**config.mk**
```make
export PLATFORM = sky130hd
export DESIGN_NAME = spi_master
export DESIGN_NICKNAME = d
export VERILOG_FILES = /design/src/rtl/spi_pkg.sv /design/src/rtl/spi_clk_gen.sv /design/src/rtl/spi_master.sv
export SDC_FILE = /design/constraint.sdc
export NUM_CORES = 1
export LEC_CHECK = 0
export CELL_PAD_IN_SITES_DETAIL_PLACEMENT = 1
export CELL_PAD_IN_SITES_GLOBAL_PLACEMENT = 1
export CORE_MARGIN = 5
export CORE_UTILIZATION = 30
export CTS_CLUSTER_DIAMETER = 80
export CTS_CLUSTER_SIZE = 24
export DETAILED_ROUTE_END_ITERATION = 16
export PLACE_DENSITY_LB_ADDON = 0.1
export SYNTH_ARGS = -nofsm -noshare
export SYNTH_HDL_FRONTEND = slang
export SYNTH_SLANG_ARGS = --single-unit
```
**constraint.sdc**
```tcl
create_clock -name clk -period 1.85 [get_ports clk]
set_clock_uncertainty 0.2 [all_clocks]
set_input_delay 0.2775 -clock clk [delete_from_list [all_inputs] [get_ports clk]]
set_output_delay 0.2775 -clock clk [all_outputs]
set_load 0.005 [all_outputs]
```
**src/rtl/spi_pkg.sv**
```systemverilog
// Shared SPI definitions: master FSM states and the bus mode (mode 0).
// Also used by the slave-side spi_top.
package spi_pkg;

  typedef enum logic [2:0] {IDLE, SETUP, SHIFT, TAIL, GAP} spi_state_t;

  localparam logic CPOL = 1'b0;
  localparam logic CPHA = 1'b0;

endpackage

```
**src/rtl/spi_clk_gen.sv**
```systemverilog
// SCK half-period timer: counts CLK_DIV cycles while enabled and strobes rise/fall alternately.
// load parks the counter at CLK_DIV with the next strobe being a rise.
module spi_clk_gen #(
  parameter int CLK_DIV = 4
) (
  input  logic clk,
  input  logic rst,
  input  logic load,
  input  logic en,
  output logic rise,
  output logic fall
);

  localparam int CW = $clog2(CLK_DIV + 1);

  logic [CW-1:0] cnt;
  logic          phase;
  logic          tick;

  assign tick = en && (cnt == CW'(1));
  assign rise = tick && !phase;
  assign fall = tick && phase;

  always_ff @(posedge clk or posedge rst) begin
    if (rst) begin
      cnt   <= '0;
      phase <= 1'b0;
    end else if (load) begin
      cnt   <= CW'(CLK_DIV);
      phase <= 1'b0;
    end else if (tick) begin
      cnt   <= CW'(CLK_DIV);
      phase <= !phase;
    end else if (en) begin
      cnt   <= cnt - 1'b1;
    end
  end

endmodule

```
**src/rtl/spi_master.sv**
```systemverilog
// Mode-0 SPI master: one DATA_W-bit full-duplex frame per accepted start pulse.
// Define SPI_MASTER_LSB_FIRST_EN for LSB-first transfers (default MSB-first).
module spi_master
  import spi_pkg::*;
#(
  parameter int DATA_W    = 8,
  parameter int CLK_DIV   = 4,
  parameter int SETUP_CYC = 2
) (
  input  logic              clk,
  input  logic              rst,
  input  logic              start,
  input  logic [DATA_W-1:0] tx_data,
  output logic [DATA_W-1:0] rx_data,
  output logic              busy,
  output logic              done,
  output logic              spi_sck,
  output logic              spi_ss,
  output logic              spi_mosi,
  input  logic              spi_miso
);

  localparam int SW = $clog2(SETUP_CYC + 1);
  localparam int BW = $clog2(DATA_W + 1);

  spi_state_t        state, state_next;
  logic [SW-1:0]     setup_cnt;
  logic [BW-1:0]     bit_cnt;
  logic [DATA_W-1:0] shreg, shreg_next;
  logic              miso_meta, miso_sync;
  logic              gen_en, edge_lead, edge_trail, tick, sample_edge;
  logic              last_bit, first_bit, next_bit;

  assign gen_en = (state == SHIFT) || (state == TAIL) || (state == GAP);

  spi_clk_gen #(.CLK_DIV(CLK_DIV)) u_clk_gen (
    .clk  (clk),
    .rst  (rst),
    .load (!gen_en),
    .en   (gen_en),
    .rise (edge_lead),
    .fall (edge_trail)
  );

  // TAIL and GAP reuse the half-period timer for their CLK_DIV-cycle holds.
  assign tick        = edge_lead || edge_trail;
  assign sample_edge = CPHA ? edge_lead : edge_trail;
  assign last_bit    = (bit_cnt == BW'(DATA_W - 1));

`ifdef SPI_MASTER_LSB_FIRST_EN
  assign shreg_next = {miso_sync, shreg[DATA_W-1:1]};
  assign first_bit  = tx_data[0];
  assign next_bit   = shreg[1];
`else
  assign shreg_next = {shreg[DATA_W-2:0], miso_sync};
  assign first_bit  = tx_data[DATA_W-1];
  assign next_bit   = shreg[DATA_W-2];
`endif

  always_ff @(posedge clk or posedge rst) begin
    if (rst) state <= IDLE;
    else     state <= state_next;
  end

  always_comb begin
    state_next = state;
    case (state)
      IDLE:  if (start && !busy)             state_next = SETUP;
      SETUP: if (setup_cnt == SW'(1))        state_next = SHIFT;
      SHIFT: if (sample_edge && last_bit)    state_next = TAIL;
      TAIL:  if (tick)                       state_next = GAP;
      GAP:   if (tick)                       state_next = IDLE;
      default:                               state_next = IDLE;
    endcase
  end

  always_ff @(posedge clk or posedge rst) begin
    if (rst) begin
      setup_cnt <= '0;
      bit_cnt   <= '0;
      shreg     <= '0;
      miso_meta <= 1'b0;
      miso_sync <= 1'b0;
      rx_data   <= '0;
      busy      <= 1'b0;
      done      <= 1'b0;
      spi_sck   <= CPOL;
      spi_ss    <= 1'b1;
      spi_mosi  <= 1'b0;
    end else begin
      miso_meta <= spi_miso;
      miso_sync <= miso_meta;
      done      <= 1'b0;
      case (state)
        IDLE: if (start && !busy) begin
          shreg     <= tx_data;
          spi_mosi  <= first_bit;
          spi_ss    <= 1'b0;
          busy      <= 1'b1;
          setup_cnt <= SW'(SETUP_CYC);
          bit_cnt   <= '0;
        end
        SETUP: setup_cnt <= (setup_cnt == SW'(1)) ? SW'(SETUP_CYC) : setup_cnt - 1'b1;
        SHIFT: begin
          if (edge_lead)  spi_sck <= !CPOL;
          if (edge_trail) spi_sck <= CPOL;
          if (sample_edge) begin
            shreg   <= shreg_next;
            bit_cnt <= bit_cnt + 1'b1;
            // The last bit stays on the line through TAIL.
            if (!last_bit) spi_mosi <= next_bit;
          end
        end
        TAIL: if (tick) begin
          spi_ss  <= 1'b1;
          rx_data <= shreg;
          done    <= 1'b1;
        end
        GAP: if (tick) busy <= 1'b0;
        default: ;
      endcase
    end
  end

endmodule

```
# After elaboration in Yosys (flattened, before gate mapping)
# Cells that the tools add are included.
[word_totals]
input_bits = 12
output_inout_bits = 13
wordCells = 89
register_bits = 36
[op_classes]
eq_ne = 15
muxes = 33
n_reduce_logical = 24
add_sub_neg = 3
[op_table]
columns = ["cell", "n"]
rows = [
  ["two-way mux 3 bit", 7],
  ["two-way mux 8 bit", 2],
  ["case mux 8 bit (2 select lines)", 1],
  ["case mux 3 bit (5 select lines)", 1],
  ["!= test 2 bit, second input constant", 7],
  ["two-way mux 1 bit", 13],
  ["nonzero test 2 bit", 5],
  ["AND reduction 3 bit", 3],
  ["two-way mux 4 bit", 2],
  ["case mux 4 bit (2 select lines)", 1],
  ["== test 3 x 1 -> 1 bit, second input constant", 2],
  ["== test 3 x 2 -> 1 bit, second input constant", 2],
  ["case mux 1 bit (2 select lines)", 3],
  ["AND reduction 2 bit", 3],
  ["logical AND 1 bit", 5],
  ["AND reduction 5 bit", 1],
  ["adder 4 x 1 -> 4 bit, second input constant", 1],
  ["== test 4 x 3 -> 1 bit, second input constant", 1],
  ["two-way mux 2 bit", 2],
  ["case mux 2 bit (2 select lines)", 1],
  ["AND reduction 4 bit", 1],
  ["== test 3 bit, second input constant", 1],
  ["logical NOT 3 bit", 1],
  ["logical OR 1 bit", 3],
  ["other kinds (5)", 6],
]

# Logic depth before layout (Yosys ltp)
[logic_depth]
depth_word = 8
mapped_depth = 8

# Hierarchy
# Synthesis repeated with hierarchy kept, for this count alone.
[hier_totals]
cells_unflattened = 155
hier_area_um2 = 1744.2
[modules_own_cells]
columns = ["mod", "seq_area_each_um2", "cells_each", "area_each_um2", "n_inst"]
rows = [
  ["spi_master", 802.0, 130, 1511.4, 1],
  ["spi_clk_gen", 100.1, 25, 232.7, 1],
]

# Worst setup path after synthesis
# No wires, ideal clock.
[synth_path]
kind = "register to register"
startpoint = "register u_clk_gen.cnt[1]"
endpoint = "register rx_data[0]"
period_less_slack_ns = 1.898
setup_time_ns = 0.125
stages_incl_launch_ff = 8
path_slack_ns = -0.048
path_buffers = 2
required_time_ns = 1.525
arrival_time_ns = 1.573
path_cell_list = "dfrtp_1 -> inv_1 -> ha_1 -> nor2b_1 -> buf_2 -> and3_1 -> buf_2 -> mux2_2"
[synth_between]
elab_chain_len = 5
elab_cells_between_ends = 6
cone_classes = "eq/ne: 1; reduce/logical: 5"
[synth_rtl]
columns = ["element", "line", "rtl"]
rows = [
  ["start: declaration", "spi_clk_gen.sv:16", "logic [CW-1:0] cnt;"],
  ["start signal: assignment", "spi_clk_gen.sv:29", "cnt <= CW'(CLK_DIV);"],
  ["start signal: assignment", "spi_clk_gen.sv:32", "cnt <= CW'(CLK_DIV);"],
  ["start signal: assignment", "spi_clk_gen.sv:35", "cnt <= cnt - 1'b1;"],
  ["== test 3 x 1 -> 1 bit *", "spi_clk_gen.sv:20", "assign tick = en && (cnt == CW'(1));"],
  ["logical AND 1 bit *", "spi_clk_gen.sv:20", ""],
  ["logical AND 1 bit, on equally long branches", "spi_clk_gen.sv:21, spi_clk_gen.sv:22", ""],
  ["logical OR 1 bit *", "spi_master.sv:46", "assign tick = edge_lead || edge_trail;"],
  ["AND reduction 2 bit (no source line) *", "--", ""],
  ["end signal: assignment", "spi_master.sv:116", "rx_data <= shreg;"],
  ["end: declaration", "spi_master.sv:14", "output logic [DATA_W-1:0] rx_data,"],
]
# Mark *: on every way between the ends. The rest lies on a longest branch, timed or not.
# A chain may end at the register's enable or synchronous reset.

# Worst setup path after layout
[layout_path]
startpoint = "register u_clk_gen.cnt[0]"
endpoint = "register spi_ss"
[layout_between]
elab_chain_len = 6
elab_cells_between_ends = 7
cone_classes = "eq/ne: 2; reduce/logical: 5"
[layout_rtl]
columns = ["element", "line", "rtl"]
rows = [
  ["== test 3 x 1 -> 1 bit *", "spi_clk_gen.sv:20", ""],
  ["logical AND 1 bit *", "spi_clk_gen.sv:20", ""],
  ["logical AND 1 bit, on equally long branches", "spi_clk_gen.sv:21, spi_clk_gen.sv:22", ""],
  ["logical OR 1 bit *", "spi_master.sv:46", ""],
  ["!= test 2 bit (no source line) *", "--", ""],
  ["AND reduction 3 bit (no source line) *", "--", ""],
  ["end signal: assignment", "spi_master.sv:88", "spi_ss <= 1'b1;"],
  ["end signal: assignment", "spi_master.sv:98", "spi_ss <= 1'b0;"],
  ["end signal: assignment", "spi_master.sv:115", "spi_ss <= 1'b1;"],
  ["end: declaration", "spi_master.sv:18", "output logic spi_ss,"],
]
# Marked as above.

==> out/results.ini <==
[outcome]
status=finished, final reports clean

[setup_path]
crit_chain=ha_4, nor2b_4, buf_6, and3_4, clkbuf_16, buf_4, buf_4, a21o_1
critPathSlowestCell=dfrtp_1
worstSetupPathType=reg2reg
critPathBufInv=4
timing.rr.end=spi_ss
crit_path_start_kind=register
crit_path_max_fanout=5
arrival_ns=1.87
crit_family=buffers and inverters
cpPeakStageDelay_ns=0.42
cp_common_cell=buf_4
crit_path_end=spi_ss
startpoint=u_clk_gen.cnt[0]
r2r_slack_ns=0.0007
cp-end-kind=register
crit_cells=8
r2r_start=u_clk_gen.cnt[0]
reg2regPathDepth=8
crit_required_ns=1.87

[sta]
slew_viol_final=0
finalCritPeriodShare_pct=100
rsz0062_at_grt=yes
period_minus_slack_ns=1.85
setup_violations=0
hold_viol=0
maxSlewHeadroom_pct=71.9
fin_tns_setup_ns=0
worst_slew_pin_slew_ns=0.416
max_freq_mhz=541

[detailed_routing]
ant_nets=0
drt-total-wl_mm=3.94
wl_per_cell_microns=15.3
drc=0
drt_iter0_markers=74
dr.pass1.iters=4
vias=1211
vias_per_cell=4.71

[cells_and_area]
layout_common_cells=dfrtp_1 (33), clkdlybuf4s50_1 (24), buf_4 (24)
nets=201
drive_gt1_share_pct=32.1
stdcell_count=257
fillers=581
antenna_cells=0
syn_to_final_growth_pct=46.8
mostFrequentLayoutCell=dfrtp_1

[clocking]
clock_latency_ns=0.29
cts_max_level=2
clkTransAtPathRegs_ns=0.08
root_buffer=clkbuf_8
cts_max_path_buffers=2
tritoncts=built
clock-sinks=36
cts_inserted_buffers=5

[grt]
grt_max_degree=37
grt_overflow=0
grt_pass1_vias=1406
grtUsageTotal_pct=11.8
antenna_found_initial=0
grt_pass1_wl_mm=6.67

[yosys]
yosysWarnings=0
yosysSeqAreaShare_pct=56.5
synth-main-ff-cell=dfrtp_1
synth_edf_count=0
synth_fp_nets=149
avgSynthCellArea_sq_um=11.9
synthTopCellsByArea=dfrtp_1 (55%), mux2_2 (7.8%), o22a_1 (3.8%)
syn_area_sq_um=1600
ys_seq_elements=36
synth.distinct_cells=37
async_flop_share_pct=100
yosysTopAreaCell=dfrtp_1
synthCells=134
netlist.area_leader.share_pct=54.8

[floorplan]
chipHeight_microns=83.0
die_x_microns=83.0
initial_core_util_pct=31.1
rows=26
die_area_sq_um=6890
core_area_sq_um=5140
io_pins=25

[hold_path]
hold_path_class=in2async

[power]
p_total_uw=1830
powerDensity_nw_per_um2=781
cellLeakagePower_uw=0.00109
vdd.ir_drop.worst_uv=644

[flow_run]
drv_cap=0

[placement]
place_hpwl_mm=2.64
dp.cells=241
portBuffers=24
gp_congestion=0.715

-- worst min path at each step --
| stage | startpoint | end | slack [ns] |
|---|---|---|---|
| after detailed placement | miso_meta | miso_sync | 0.16 |
| after global routing | rst | miso_meta | 0.17 |
| after global placement | miso_meta | miso_sync | 0.14 |
| after CTS | rst | rx_data[1] | 0.14 |
| after floorplan | spi_miso | miso_meta | 0.11 |
| final | rst | miso_meta | 0.14 |
-- cell families (layout without fill, tap and decap cells) --
kind of cell               Yosys count  count (layout)  share of synthesized area (%)
xor gates and xnor gates             2               2                           1.10
and+or+nand+nor                     36              36                           13.9
buffers and inverters               12              65                           3.68
AOI/OAI and AO/OA                   33              33                           14.2
muxes                               12              12                           8.38
DFF                                 36              36                           56.5
adders and majority gates            3               3                           2.35
-- registers in the layout, indices dropped and copies added (netlist names) --
signal	cells
spi_mosi	1
u_clk_gen.cnt	3
done	1
setup_cnt	2
state	3
u_clk_gen.phase	1
busy	1
rx_data	8
miso_meta	1
spi_sck	1
shreg	8
spi_ss	1
bit_cnt	4
miso_sync	1
-- timing repair --
| item | CTS | global route |
|---|---|---|
| cloned | 0 | 1 |
| pin swaps | 0 | 1 |
| setup endpoints to repair | 16 | 20 |
| hold buffers | 0 | 0 |
| gates resized for setup | 3 | 10 |
| setup buffers | 2 | 5 |
-- metal layers --
metal / track usage (%) / vias to the layer above / routed length [microns]
li1: - / 577 / -
met1: 14.0 / 606 / 1740
met2: 20.1 / 23 / 2000
met3: 3.86 / 5 / 161
met4: 3.57 / 0 / 42
met5: 0 / - / 0
-- metrics by stage --
| step | hold slack, ns | instance area, sq um | worst slack (ns) | util [%] |
|---|---|---|---|---|
| finish | 0.139 | 2350 | 0.000748 | 45.6 |
| global route | 0.172 | 2350 | -0.0532 | 45.6 |
| CTS | 0.144 | 2240 | -0.0300 | 43.6 |
| detailed placement | 0.156 | 2060 | -0.187 | 40.1 |
| global placement | 0.135 | 2060 | -0.145 | 40.1 |
| floorplan | 0.109 | 1600 | 0.0229 | - |
-- cell type report --
| type | instances | area [sq um] | share of cell area (%) |
|---|---|---|---|
| clock inverter | 3 | 90.1 | 3.84 |
| clock buffer | 5 | 68.8 | 2.93 |
| multi-input combinational | 86 | 679 | 29.0 |
| sequential | 36 | 905 | 38.6 |
| inverter | 5 | 18.8 | 0.800 |
| timing repair buffer | 52 | 497 | 21.2 |
| tap | 70 | 87.6 | 3.73 |
-- cell usage after synthesis, drive strengths merged, types with 2 or more instances --
master,number
buf,6
o22a,7
nor2,6
nor3,4
nor2b,3
a21oi,7
o21a,7
nand4,2
ha,3
nor3b,2
nand2,7
o21ai,6
a21o,2
dfrtp,35
inv,5
nand3,4
mux2,11
nand2b,2
-- power breakdown --
group	total [uW]	internal, uW	switching, uW	leakage (uW)
Clock	971	675	296	0.0000784
Combinational	61.3	37.1	24.2	0.000559
Sequential	800	794	5.76	0.000448
-- worst min-delay path, delay by kind of cell --
family,cells,cell delay (ns)
buf+inv,3,0.72
No activity file was read; power rests on OpenSTA's default activity.
